--- config.mk ---
export PLATFORM = sky130hd
export DESIGN_NAME = arb_grant_collect
export DESIGN_NICKNAME = d
export VERILOG_FILES = /design/src/rtl/arb_pkg.sv /design/src/rtl/arb_grant_collect_chk.sv /design/src/rtl/arb_sync_fifo.sv /design/src/rtl/arb_grant_collect.sv
export SDC_FILE = /design/constraint.sdc
export NUM_CORES = 1
export LEC_CHECK = 0
export BUFFER_PORTS_ARGS = -buffer_cell sky130_fd_sc_hd__buf_2
export CAP_MARGIN = 10
export CELL_PAD_IN_SITES_DETAIL_PLACEMENT = 0
export CELL_PAD_IN_SITES_GLOBAL_PLACEMENT = 1
export CORE_ASPECT_RATIO = 1.4
export CORE_MARGIN = 5
export CORE_UTILIZATION = 34
export CTS_CLUSTER_SIZE = 16
export DETAILED_ROUTE_END_ITERATION = 8
export PLACE_DENSITY_LB_ADDON = 0.1
export SYNTH_ARGS = -nofsm -noshare
export SYNTH_HDL_FRONTEND = slang
export SYNTH_SLANG_ARGS = --single-unit
--- constraint.sdc ---
create_clock -name clk -period 4.5 [get_ports clk]
set_clock_uncertainty 0.2 [all_clocks]
set_input_delay 0.225 -clock clk [delete_from_list [all_inputs] [get_ports clk]]
set_output_delay 0.225 -clock clk [all_outputs]
set_load 0.05 [all_outputs]
--- src/rtl/arb_pkg.sv ---
// Shared types and grant-vector helpers for the arbiter grant-collection stage.
// Index extraction and bit counting are kept here so every consumer decodes grants the same way.
package arb_pkg;

  localparam int NREQ_DEF = 8;
  localparam int SRC_W    = $clog2(NREQ_DEF);
  localparam int CNT_W    = $clog2(NREQ_DEF + 1);

  // Number of set bits in a grant/request vector.
  function automatic logic [CNT_W-1:0] pop_count(input logic [NREQ_DEF-1:0] vec);
    logic [CNT_W-1:0] cnt;
    cnt = '0;
    for (int i = 0; i < NREQ_DEF; i++) begin
      cnt = cnt + CNT_W'(vec[i]);
    end
    return cnt;
  endfunction

  // Binary index of a one-hot vector; meaningless for other inputs.
  function automatic logic [SRC_W-1:0] onehot_idx(input logic [NREQ_DEF-1:0] vec);
    logic [SRC_W-1:0] idx;
    idx = '0;
    for (int i = 0; i < NREQ_DEF; i++) begin
      if (vec[i]) begin
        idx = idx | SRC_W'(i);
      end else begin
        idx = idx;
      end
    end
    return idx;
  endfunction

  function automatic logic is_onehot(input logic [NREQ_DEF-1:0] vec);
    return pop_count(vec) == CNT_W'(1);
  endfunction

  function automatic logic is_multihot(input logic [NREQ_DEF-1:0] vec);
    return pop_count(vec) > CNT_W'(1);
  endfunction

endpackage

--- src/rtl/arb_grant_collect_chk.sv ---
// Property checker bound into arb_grant_collect: ack shape, output hold-stability, sticky error.
module arb_grant_collect_chk #(
  parameter int NREQ  = 8,
  parameter int DW    = 32,
  parameter int SRC_W = 3
) (
  input logic             clk,
  input logic             rst_n,
  input logic [NREQ-1:0]  req,
  input logic [NREQ-1:0]  gnt,
  input logic [NREQ-1:0]  ack,
  input logic             out_valid,
  input logic             out_ready,
  input logic [DW-1:0]    out_data,
  input logic [SRC_W-1:0] out_src,
  input logic             err_gnt
);

  a_ack_onehot0 : assert property (@(posedge clk) $onehot0(ack));

  a_ack_qualified : assert property (@(posedge clk) (ack & ~(req & gnt)) == '0);

  // A stalled head must not change or disappear.
  a_out_hold : assert property (@(posedge clk) disable iff (!rst_n)
    (out_valid && !out_ready) |=> (out_valid && $stable(out_data) && $stable(out_src)));

  a_err_sticky : assert property (@(posedge clk) disable iff (!rst_n)
    err_gnt |=> err_gnt);

endmodule

--- src/rtl/arb_sync_fifo.sv ---
// Single-clock FIFO with wrap-bit pointers and a combinational head read.
// Data storage is not reset; only the pointers are.
module arb_sync_fifo #(
  parameter int W     = 35,
  parameter int DEPTH = 4
) (
  input  logic                     clk,
  input  logic                     rst_n,
  input  logic                     push,
  input  logic                     pop,
  input  logic [W-1:0]             wdata,
  output logic [W-1:0]             rdata,
  output logic [$clog2(DEPTH):0]   count,
  output logic                     full,
  output logic                     empty
);

  localparam int AW = $clog2(DEPTH);
  localparam logic [AW:0] DEPTH_C = (AW+1)'(DEPTH);
  localparam logic [AW:0] PTR_INC = {{AW{1'b0}}, 1'b1};

  logic [W-1:0] mem_q [DEPTH];
  logic [AW:0]  wptr_q;
  logic [AW:0]  wptr_d;
  logic [AW:0]  rptr_q;
  logic [AW:0]  rptr_d;

  // Pointer advance; the extra MSB wraps modulo 2*DEPTH to tell full from empty.
  always_comb begin
    wptr_d = wptr_q;
    rptr_d = rptr_q;
    if (push) begin
      wptr_d = wptr_q + PTR_INC;
    end else begin
      wptr_d = wptr_q;
    end
    if (pop) begin
      rptr_d = rptr_q + PTR_INC;
    end else begin
      rptr_d = rptr_q;
    end
  end

  // Pointer registers.
  always_ff @(posedge clk or negedge rst_n) begin
    if (!rst_n) begin
      wptr_q <= '0;
      rptr_q <= '0;
    end else begin
      wptr_q <= wptr_d;
      rptr_q <= rptr_d;
    end
  end

  // Storage write; a push into a full FIFO is only issued alongside a pop of the same slot.
  always_ff @(posedge clk) begin
    if (push) begin
      mem_q[wptr_q[AW-1:0]] <= wdata;
    end
  end

  assign rdata = mem_q[rptr_q[AW-1:0]];
  assign count = wptr_q - rptr_q;
  assign full  = (count == DEPTH_C);
  assign empty = (wptr_q == rptr_q);

endmodule

--- src/rtl/arb_grant_collect.sv ---
// Collects the arbiter's one-hot grant: captures the winner's payload into a FIFO, acks it,
// counts grants lost to a full FIFO and flags malformed grants.
module arb_grant_collect
  import arb_pkg::*;
#(
  parameter int NREQ  = NREQ_DEF,
  parameter int DW    = 32,
  parameter int DEPTH = 4
) (
  input  logic                 clk,
  input  logic                 rst_n,
  input  logic [NREQ-1:0]      req,
  input  logic [NREQ*DW-1:0]   req_data,
  input  logic [NREQ-1:0]      gnt,
  output logic [NREQ-1:0]      ack,
  output logic                 arb_hold,
  output logic                 out_valid,
  input  logic                 out_ready,
  output logic [DW-1:0]        out_data,
  output logic [SRC_W-1:0]     out_src,
  output logic [15:0]          drop_cnt,
  output logic                 err_gnt
);

  localparam int AW = $clog2(DEPTH);
  localparam int EW = DW + SRC_W;
  localparam logic [AW:0] DEPTH_C = (AW+1)'(DEPTH);
  localparam logic [AW:0] CNT_INC = {{AW{1'b0}}, 1'b1};

  logic [NREQ-1:0]  qual_s;
  logic             qual_one_s;
  logic             qual_multi_s;
  logic             gnt_multi_s;
  logic             pop_s;
  logic             room_s;
  logic             push_s;
  logic [SRC_W-1:0] cap_idx_s;
  logic [DW-1:0]    cap_data_s;
  logic [EW-1:0]    wdata_s;
  logic [EW-1:0]    rdata_s;
  logic [AW:0]      count_s;
  logic [AW:0]      count_nxt_s;
  logic             full_s;
  logic             empty_s;

  logic             arb_hold_q;
  logic             arb_hold_d;
  logic [15:0]      drop_cnt_q;
  logic [15:0]      drop_cnt_d;
  logic             err_gnt_q;
  logic             err_gnt_d;

  // Grant qualification, capture decision and ack. A grant whose req already fell is stale
  // (the arbiter lags req by a cycle) and is masked out by qual without any side effect.
  always_comb begin
    qual_s       = gnt & req;
    qual_one_s   = is_onehot(qual_s);
    qual_multi_s = is_multihot(qual_s);
    gnt_multi_s  = is_multihot(gnt);
    pop_s        = !empty_s && out_ready;
    room_s       = !full_s || pop_s;
    cap_idx_s    = onehot_idx(qual_s);
    cap_data_s   = req_data[int'(cap_idx_s)*DW +: DW];
    wdata_s      = {cap_idx_s, cap_data_s};
    push_s       = 1'b0;
    ack          = '0;
    if (rst_n && qual_one_s && room_s) begin
      push_s = 1'b1;
      ack    = qual_s;
    end else begin
      push_s = 1'b0;
      ack    = '0;
    end
  end

  // Occupancy look-ahead for arb_hold, drop counting and sticky grant error.
  always_comb begin
    count_nxt_s = count_s;
    drop_cnt_d  = drop_cnt_q;
    case ({push_s, pop_s})
      2'b10:   count_nxt_s = count_s + CNT_INC;
      2'b01:   count_nxt_s = count_s - CNT_INC;
      default: count_nxt_s = count_s;
    endcase
    arb_hold_d = (count_nxt_s == DEPTH_C);
    if (qual_one_s && !room_s && (drop_cnt_q != 16'hFFFF)) begin
      drop_cnt_d = drop_cnt_q + 16'd1;
    end else begin
      drop_cnt_d = drop_cnt_q;
    end
    err_gnt_d = err_gnt_q | qual_multi_s | gnt_multi_s;
  end

  // Status registers.
  always_ff @(posedge clk or negedge rst_n) begin
    if (!rst_n) begin
      arb_hold_q <= 1'b0;
      drop_cnt_q <= 16'd0;
      err_gnt_q  <= 1'b0;
    end else begin
      arb_hold_q <= arb_hold_d;
      drop_cnt_q <= drop_cnt_d;
      err_gnt_q  <= err_gnt_d;
    end
  end

  arb_sync_fifo #(
    .W     (EW),
    .DEPTH (DEPTH)
  ) u_fifo (
    .clk   (clk),
    .rst_n (rst_n),
    .push  (push_s),
    .pop   (pop_s),
    .wdata (wdata_s),
    .rdata (rdata_s),
    .count (count_s),
    .full  (full_s),
    .empty (empty_s)
  );

  assign out_valid = !empty_s;
  assign out_data  = rdata_s[DW-1:0];
  assign out_src   = rdata_s[EW-1:DW];
  assign arb_hold  = arb_hold_q;
  assign drop_cnt  = drop_cnt_q;
  assign err_gnt   = err_gnt_q;

  arb_grant_collect_chk #(
    .NREQ  (NREQ),
    .DW    (DW),
    .SRC_W (SRC_W)
  ) u_chk (
    .clk       (clk),
    .rst_n     (rst_n),
    .req       (req),
    .gnt       (gnt),
    .ack       (ack),
    .out_valid (out_valid),
    .out_ready (out_ready),
    .out_data  (out_data),
    .out_src   (out_src),
    .err_gnt   (err_gnt)
  );

endmodule

==> out/results.ini, run 1 <==
[outcome]
status=completed

[drt]
dr.pass1.iters=4
topRoutingLayerUsed=met5
wl_met2_um=14600
ant_nets=0
post_drt_wl_per_cell_um=20.4
met1_length_um=12300
first_iter_violations=288
drc_errors=0
drt_wl_total_um=29400
via_per_inst=4.99
met3WireLength_um=2040
vias=7177

[synthesis]
yosys_register_bits=164
syn_avg_cell_area_um2=11.5
netlist_area_um2=8860
synthFlopType=edfxtp_1
ys_warn_count=0
synthArstFlopShare_pct=14.6
synth_edf_count=140
seq_area_frac_synth_pct=54.2
synthCells=769
ys_types=43
syn_nets=1069

[timing]
setup_violations=0
grt_setup_unrepaired=no
holdWs_ps=121
final.period_utilization_pct=89.6
maxSlewViolCount=0
fmax_mhz=248
slew_headroom_pct=32.4
finalHoldViolCount=0
final.min_clock_period_ps=4030
tightestPinTransition_ps=1010

[global_route]
grtUsageTotal_pct=19.9
gr-total-overflow=0
grt_pass1_wl_um=45000
antenna_found_initial=6
grt_pass1_vias=7746
grt_max_degree=129

[placement]
place_area_um2=11000
hpwl_um=22800
finalWeightedCongestion=0.807
portBuffers=336
placed_cells=1402

[critical_path]
r2r_cells=12
crit_required_ps=4070
cpMaxStageDelayCell=fa_1
crit_chain=buf_2, nand2_1, fa_1, fa_1, fa_1, inv_1, ha_1, fa_1, o22ai_2, o2111ai_2, buf_4, nor2_1, buf_2
path_class=in2out
crit_path_end_kind=primary output
crit_fanout=14
reg2reg_slack_ps=1320
crit_arrival_ps=3610
cp_common_cell=fa_1
start_kind=input pin
cpPeakStageDelay_ps=570

[floorplanning]
die_w_um=146
ios=337
design.die.area_um2=29400
start_util_pct=34.2
dieHeight_um=201
rows=70
core-area_um2=25900

[run]
drv_cap=0

[layout]
stdcell_area_um2=11600
layout_common_cells=buf_2 (336), nand2_1 (212), edfxtp_1 (140)
register_area_um2=4810
layout_commonest_cell=buf_2
fin_cells=1439
multi_input_area_um2=3810
syn_to_final_growth_pct=31.5
fillerInstances=2565
nNetsFinal=1399
drive_gt1_share_pct=40.1

[power_and_ir_drop]
p_leak_uw=0.00496
power.density_nw_per_um2=519
ir_drop_uv=278

[clocking]
clk_pin_slew_worst_paths_ps=60
post_cts_resized=0
cts_tree=done
clock-sinks=164
root_buffer=clkbuf_16
cts_setup_buffers=0
htreeDepth=4
cts_inserted_buffers=17
clk_latency_ps=410
cts_buffer_depth=2

[hold_path]
hp-class=in2reg
min_path_cells=4

[final cells by class]
class | instances | share of cell area, %
diodes | 3 | 0.0644
clock buffers | 18 | 3.68
flip-flops and latches | 164 | 41.3
well taps | 324 | 3.48
repair buffers | 359 | 16.4
clock inverters | 14 | 1.40
multi-input cells | 525 | 32.7
inverters | 32 | 1.04
[worst max-delay path: cells and delay by family]
kind,cells,cell delay (ps)
AO/OA/AOI/OAI,2,360
buffers and inverters,4,690
adder cells (fa/ha/maj),5,2100
AND/OR/NAND/NOR,2,220
[sequential cells by signal (all words and copies together) (netlist names)]
register and cells:
err_gnt 1, arb_hold 1, drop_cnt 16, u_fifo.mem_q 140, u_fifo.wptr_q 3, u_fifo.rptr_q 3
[stage by stage]
stage	utilization, %	total power [uW]	setup WS (ps)	TNS [ps]
after global placement	42.5	4700	65.9	0
after global routing	44.9	6380	181	0
final	44.9	6050	468	0
after CTS	44.9	6150	459	0
after detailed placement	42.5	4710	25.7	0
after floorplan	-	3920	-129	-9060
[kinds of logic after synthesis]
family | share of synthesized area (%)
adders and majority gates | 4.38
buffers and inverters | 3.60
muxes | 13.0
xor gates and xnor gates | 2.15
and+or+nand+nor | 18.5
AOI/OAI and AO/OA | 4.16
DFF | 54.2
[power breakdown]
group / switching (uW) / leakage, uW / internal [uW]
clock network: 640 / 0.000288 / 794
logic: 1760 / 0.00312 / 902
registers: 72.9 / 0.00156 / 1880
total: 2480 / 0.00496 / 3580
[layer usage]
| metal | up-vias | track usage (%) |
|---|---|---|
| met3 | 21 | 5.42 |
| met2 | 258 | 33.6 |
| met1 | 3423 | 25.7 |
| met4 | 2 | 4.67 |
| met5 | - | 0 |
| li1 | 3473 | - |
[path summary, 6_finish.rpt]
| kind | startpoint | end |
|---|---|---|
| max | gnt[3] | ack[4] |
| min | req_data[238] | u_fifo.mem_q[1][14]$_DFFE_PP_ |
| max reg2reg | u_fifo.wptr_q[0]$_DFFE_PN0N_ | arb_hold$_DFF_PN0_ |
| min reg2reg | drop_cnt[10]$_DFFE_PN0P_ | drop_cnt[10]$_DFFE_PN0P_ |
| max in group asynchronous | rst_n | u_fifo.rptr_q[1]$_DFFE_PN0P_ |
| min in group asynchronous | rst_n | u_fifo.wptr_q[1]$_DFFE_PN0N_ |
[what timing repair did]
item | CTS | global route
hold endpoints to repair | 25 | 0
setup endpoints to repair | 0 | 0
hold buffers | 2 | 0
[cell usage after synthesis (2+ instances only)]
| master | n | area share (%) |
|---|---|---|
| nand2_1 | 212 | 9.0 |
| edfxtp_1 | 140 | 47 |
| nand3_1 | 74 | 4.2 |
| and3_1 | 36 | 2.5 |
| mux4_2 | 35 | 8.9 |
| clkbuf_1 | 33 | 1.4 |
| a32oi_1 | 32 | 3.2 |
| mux2i_1 | 32 | 3.6 |
| inv_1 | 31 | 1.3 |
| dfrtp_1 | 24 | 6.8 |
| nor2_1 | 17 | 0.72 |
| ha_1 | 15 | 2.1 |
| xnor2_1 | 11 | 1.1 |
| fa_1 | 10 | 2.3 |
| buf_2 | 9 | 0.51 |
| xor2_1 | 8 | 0.79 |
| buf_1 | 5 | 0.21 |
| nor4_1 | 5 | 0.35 |
| mux2_2 | 4 | 0.51 |
| nand4_1 | 4 | 0.28 |
| nor3_1 | 4 | 0.23 |
| a22oi_1 | 3 | 0.25 |
| o21ai_0 | 3 | 0.17 |
| and4_1 | 2 | 0.20 |
| nand3b_1 | 2 | 0.17 |
(Power assumes the default switching activity.)
==> inputs of run 2 (changes only) <==
--- a/config.mk
+++ b/config.mk
@@ -14,7 +14,7 @@
 export CORE_UTILIZATION = 34
 export CTS_CLUSTER_SIZE = 16
 export DETAILED_ROUTE_END_ITERATION = 8
-export PLACE_DENSITY_LB_ADDON = 0.1
+export PLACE_DENSITY = 0.74
 export SYNTH_ARGS = -nofsm -noshare
 export SYNTH_HDL_FRONTEND = slang
 export SYNTH_SLANG_ARGS = --single-unit
==> out/results.ini, run 2 (same netlist as run 1, synthesis figures left out) <==
[power_and_ir_drop]
power.density_nw_per_um2=518  ; -0.33%
p_leak_uw=0.00493  ; -0.69%
ir_drop_uv=206  ; -26%
power_uw=6000  ; -0.82%

[timing]
tightestPinTransition_ps=949  ; -60.2 ps
setup_violations=0  ; unchanged
grt_setup_unrepaired=no
final.period_utilization_pct=91.2  ; +1.6 points
maxSlewViolCount=0  ; unchanged
slew_headroom_pct=36.6  ; +4.1 points
final.min_clock_period_ps=4110  ; +74.0 ps
fmax_mhz=244  ; -1.8%
finalHoldViolCount=0  ; unchanged

[floorplanning]
die_w_um=146  ; unchanged
ios=337  ; unchanged
start_util_pct=34.2  ; unchanged
design.die.area_um2=29400  ; unchanged
core-area_um2=25900  ; unchanged
rows=70  ; unchanged
dieHeight_um=201  ; unchanged

[clocking]
htreeDepth=4  ; unchanged
root_buffer=clkbuf_16
cts_setup_buffers=0  ; unchanged
clock-sinks=164  ; unchanged
clk_latency_ps=420  ; about the same
cts_tree=done
cts_inserted_buffers=17  ; unchanged
cts_buffer_depth=2  ; unchanged
clk_pin_slew_worst_paths_ps=70  ; about the same

[placement]
portBuffers=336  ; unchanged
placed_cells=1396  ; -0.43%
hpwl_um=20800  ; -8.5%
finalWeightedCongestion=0.815  ; +1.0%

[global_route]
grtUsageTotal_pct=18.8  ; -1.1 points
antenna_found_initial=2  ; -4
gr-total-overflow=0  ; unchanged
grt_pass1_wl_um=42600  ; -5.2%
grt_max_degree=100  ; -22%
grt_pass1_vias=7734  ; -0.15%

[layout]
fin_util_pct=44.7  ; -0.22 points
drive_gt1_share_pct=39.9  ; -0.20 points
fillerInstances=2485  ; -3.1%
layout_commonest_cell=buf_2
largest_register_ffs=140  ; unchanged
antenna_cells=0  ; -3
nNetsFinal=1392  ; -0.50%
fin_cells=1429  ; -0.69%
syn_to_final_growth_pct=30.8
layout_common_cells=buf_2 (336), nand2_1 (212), edfxtp_1 (140)

[drt]
dr.pass1.iters=4  ; unchanged
post_drt_wl_per_cell_um=19.3  ; -5.5%
drc_errors=0  ; unchanged
first_iter_violations=313  ; +8.7%
via_per_inst=5.01  ; +0.38%
vias=7154  ; -0.32%
drt_wl_total_um=27600  ; -6.2%
ant_nets=0  ; unchanged

[outcome]
status=completed

[critical_path]
r2r_start=u_fifo.wptr_q[0]$_DFFE_PN0N_
r2r_end=arb_hold$_DFF_PN0_
path_class=in2reg
crit_fanout=3  ; -11
start_kind=input pin
reg2reg_slack_ps=1310  ; about the same
r2r_cells=11  ; -1
crit_arrival_ps=4210  ; +600 ps
crit_path_end_kind=flip-flop
crit_required_ps=4610  ; +540 ps

[hold_path]
holdPathEnd=u_fifo.rptr_q[0]$_DFFE_PN0P_
worstHoldStart=out_ready
min_path_cells=4  ; unchanged
hp-class=in2reg

[run]
drv_cap=0  ; unchanged

## run 2: repair_timing
item | 4_1_cts | 5_1_grt
endpoints found under the setup margin | 0 | 0
gates resized for setup | 0 | 0
hold buffers | 1 | 0
hold endpoints to repair | 24 | 0
## run 2: worst max-delay path by stage
stage,start,end,slack (ps),depth (start not counted)
global placement,gnt[3],arb_hold$_DFF_PN0_,80,15
finish,gnt[3],arb_hold$_DFF_PN0_,390,15
detailed placement,gnt[3],arb_hold$_DFF_PN0_,-40,15
global route,gnt[3],arb_hold$_DFF_PN0_,130,15
floorplan,gnt[3],u_fifo.mem_q[0][0]$_DFFE_PP_,-130,11
CTS,gnt[3],arb_hold$_DFF_PN0_,390,15
## run 2: routing by layer
| metal | GRT usage, % | up-vias | share of wire, % |
|---|---|---|---|
| met3 | 4.11 | 28 | 5.0 |
| met4 | 5.51 | 2 | 2.1 |
| met2 | 34.1 | 255 | 53 |
| met1 | 22.3 | 3407 | 39 |
| met5 | 0 | - | 0.047 |
| li1 | - | 3462 | - |
## run 2: critical path: stages
cell       delay, ps
buf_2            110
nand2_1          120
fa_1             570
fa_1             430
fa_1             490
inv_1             40
ha_1             200
fa_1             480
nor2b_2          200
o2111ai_2        150
ha_1             270
fa_1             380
xor2_1           180
xnor2_1          130
o41ai_1          260
## run 2: power breakdown
group,internal [uW],switching (uW)
logic,895,1770
registers,1880,69.7
clock network,744,643
## run 2: per-stage QoR
stage | hold WS, ps | setup TNS, ps | setup WS, ps | instance area (um^2)
finish | 12.4 | 0 | 394 | 11600
global route | 22.9 | 0 | 125 | 11600
CTS | 4.14 | 0 | 391 | 11600
detailed placement | 52.3 | -43.4 | -43.4 | 11000
global placement | 70.6 | 0 | 76.4 | 11000
floorplan | -271 | -9060 | -129 | 8890
## run 2: cell type report
class | instances | area [um^2] | area share [%]
Sequential cell | 164 | 4810 | 41.5
Multi-Input combinational cell | 525 | 3810 | 32.9
Timing Repair Buffer | 352 | 1870 | 16.1
Clock buffer | 17 | 425 | 3.67
Tap cell | 324 | 405 | 3.50
Clock inverter | 15 | 155 | 1.34
Inverter | 32 | 121 | 1.05
==> inputs of run 3 (changes only) <==
--- a/config.mk
+++ b/config.mk
@@ -9,7 +9,6 @@
 export CAP_MARGIN = 10
 export CELL_PAD_IN_SITES_DETAIL_PLACEMENT = 0
 export CELL_PAD_IN_SITES_GLOBAL_PLACEMENT = 1
-export CORE_ASPECT_RATIO = 1.4
 export CORE_MARGIN = 5
 export CORE_UTILIZATION = 34
 export CTS_CLUSTER_SIZE = 16
==> out/results.ini, run 3 (same netlist as run 1, synthesis figures left out) <==
[critical_path]
crit_chain=buf_2, nand2_1, fa_1, fa_1, fa_1, inv_1, ha_1, fa_1, nor2b_2, o2111ai_2, ha_1, fa_1, xor2_1, xnor2_1, o41ai_1
r2r_end=arb_hold$_DFF_PN0_
crit_path_end_kind=flip-flop
path_class=in2reg
crit_cells=15  ; unchanged
r2r_cells=12  ; +1
crit_required_ps=4600  ; about the same
start_kind=input pin
crit_path_end=arb_hold$_DFF_PN0_
cp_num_buf_inv=2  ; unchanged
path_delay_family=adder cells
reg2reg_slack_ps=1340  ; +30 ps
cpPeakStageDelay_ps=570  ; about the same
r2r_start=u_fifo.wptr_q[0]$_DFFE_PN0N_
cp_common_cell=fa_1
crit_fanout=3  ; unchanged
cpMaxStageDelayCell=fa_1
crit_arrival_ps=4200  ; about the same
cp-startpoint=gnt[3]

[timing]
finalHoldViolCount=0  ; unchanged
final.min_clock_period_ps=4100  ; -6.65 ps
tns_ps=0  ; unchanged
grt_setup_unrepaired=no
tightestPinTransition_ps=982  ; +32.4 ps
setup_violations=0  ; unchanged
slew_headroom_pct=34.4  ; -2.2 points
final.period_utilization_pct=91.1  ; -0.15 points
maxSlewViolCount=0  ; unchanged
fmax_mhz=244  ; +0.16%
holdWs_ps=43.2  ; +30.9 ps
fin_ws_ps=401  ; +6.65 ps

[layout]
syn_to_final_growth_pct=31.5
drive_gt1_share_pct=40.2  ; +0.27 points
layout_common_cells=buf_2 (336), nand2_1 (212), edfxtp_1 (140)
nNetsFinal=1398  ; +0.43%
antenna_cells=0  ; unchanged
layout_commonest_cell=buf_2
fin_util_pct=45.1  ; +0.37 points
stdcell_area_um2=11700  ; +0.50%
largest_register_ffs=140  ; unchanged

[global_route]
met1_usage_pct=25.1  ; +2.7 points
grt_max_degree=62  ; -38%
grt_util_met3_pct=3.93  ; -0.18 points
gr-total-overflow=0  ; unchanged
grtUsageTotal_pct=18.3  ; -0.54 points
grt_pass1_vias=7105  ; -8.1%
antenna_found_initial=1  ; -1
use_met2_pct=30.2  ; -3.8 points
grt_pass1_wl_um=40900  ; -4.0%
busiest_layer=met2

[power_and_ir_drop]
power.density_nw_per_um2=523  ; +0.94%
p_leak_uw=0.00496  ; +0.63%
power.switching_uw=2430  ; -2.2%
seq_power_share_pct=32.0  ; -0.5 points
clockPowerShare_pct=24.3  ; +1.2 points
swShare_pct=39.9  ; -1.5 points
p_int_uw=3660  ; +4.0%
combPwrFrac_pct=43.7  ; -0.7 points
ir_drop_uv=373  ; +81%

[floorplanning]
die_w_um=171  ; +17%
design.die.area_um2=29400  ; -0.16%
core-area_um2=25800  ; -0.34%
rows=59  ; -16%
start_util_pct=34.3  ; +0.12 points
dieHeight_um=171  ; -15%
ios=337  ; unchanged

[hold_path]
hp-class=in2reg
worstHoldStart=out_ready

[drt]
via_per_inst=4.97  ; -0.69%
vias=7184  ; +0.42%
first_iter_violations=360  ; +15%
post_drt_wl_per_cell_um=19.1  ; -1.1%
drt_wl_total_um=27600  ; about the same
dr.pass1.iters=7  ; +3
drc_errors=0  ; unchanged
ant_nets=0  ; unchanged

[placement]
pre_cts_ws_ps=-21.9  ; +21.5 ps
hpwl_um=20800  ; -0.15%
finalWeightedCongestion=0.854  ; +4.8%
place_area_um2=11000  ; +0.34%
portBuffers=336  ; unchanged

[run]
drv_cap=0  ; unchanged

[clocking]
cts_buffer_depth=2  ; unchanged
clk_latency_ps=420  ; about the same
root_buffer=clkbuf_16
htreeDepth=4  ; unchanged
clk_pin_slew_worst_paths_ps=60  ; about the same
cts_inserted_buffers=17  ; unchanged
cts_tree=done
clock-sinks=164  ; unchanged

[outcome]
status=completed

[run 3: cell count changes in the layout (fill, tap and decap cells not counted), sizes merged]
cell      delta
buf          +6
clkbuf       +1
bufinv       +3
inv          -6
clkinvlp     +1
[run 3: repair_timing]
| action | 4_1_cts | 5_1_grt |
|---|---|---|
| endpoints found under the hold margin | 24 | 0 |
| setup buffers | 0 | 0 |
| gates resized for setup | 0 | 0 |
| hold buffers | 1 | 0 |
[run 3: through the flow]
stage	total power, uW	cells
5_1_grt	6420	1445
6_report	6090	1445
3_5_place_dp	4700	1413
4_1_cts	6190	1445
3_3_place_gp	4690	1413
2_1_floorplan	3920	769
[run 3: power by group through the flow]
stage | registers, uW | logic [uW] | clock network, uW
after floorplan | 2020 | 1910 | 0
after global placement | 1980 | 2710 | 0
after detailed placement | 1990 | 2710 | 0
after CTS | 1950 | 2720 | 1520
after global routing | 1970 | 2860 | 1590
final | 1950 | 2660 | 1480
[run 3: cell type report]
| type | count | area, um^2 |
|---|---|---|
| clock buffers | 18 | 429 |
| clock inverters | 13 | 171 |
| fillers | 2477 | 14200 |
| inverters | 32 | 121 |
| multi-input cells | 525 | 3810 |
| flip-flops and latches | 164 | 4810 |
| well taps | 335 | 419 |
| repair buffers | 358 | 1890 |
[run 3: worst min-delay path, cell delays in order]
cell and delay (ps):
buf_2 100, inv_1 60, a31o_2 170, xnor2_1 70
[run 3: worst min path at each step]
stage	to	slack (ps)	depth (start not counted)
after CTS	u_fifo.rptr_q[0]$_DFFE_PN0P_	30	4
final	u_fifo.rptr_q[0]$_DFFE_PN0P_	40	4
after global routing	u_fifo.rptr_q[0]$_DFFE_PN0P_	50	4
after floorplan	arb_hold$_DFF_PN0_	-270	0
after detailed placement	drop_cnt[2]$_DFFE_PN0P_	80	1
after global placement	drop_cnt[2]$_DFFE_PN0P_	70	1
[run 3: per-layer routing]
| metal | share of wire [%] | routed length (um) |
|---|---|---|
| met1 | 43 | 11900 |
| met2 | 50 | 13700 |
| met3 | 5.8 | 1590 |
| met4 | 1.4 | 386 |
| met5 | 0.047 | 13 |
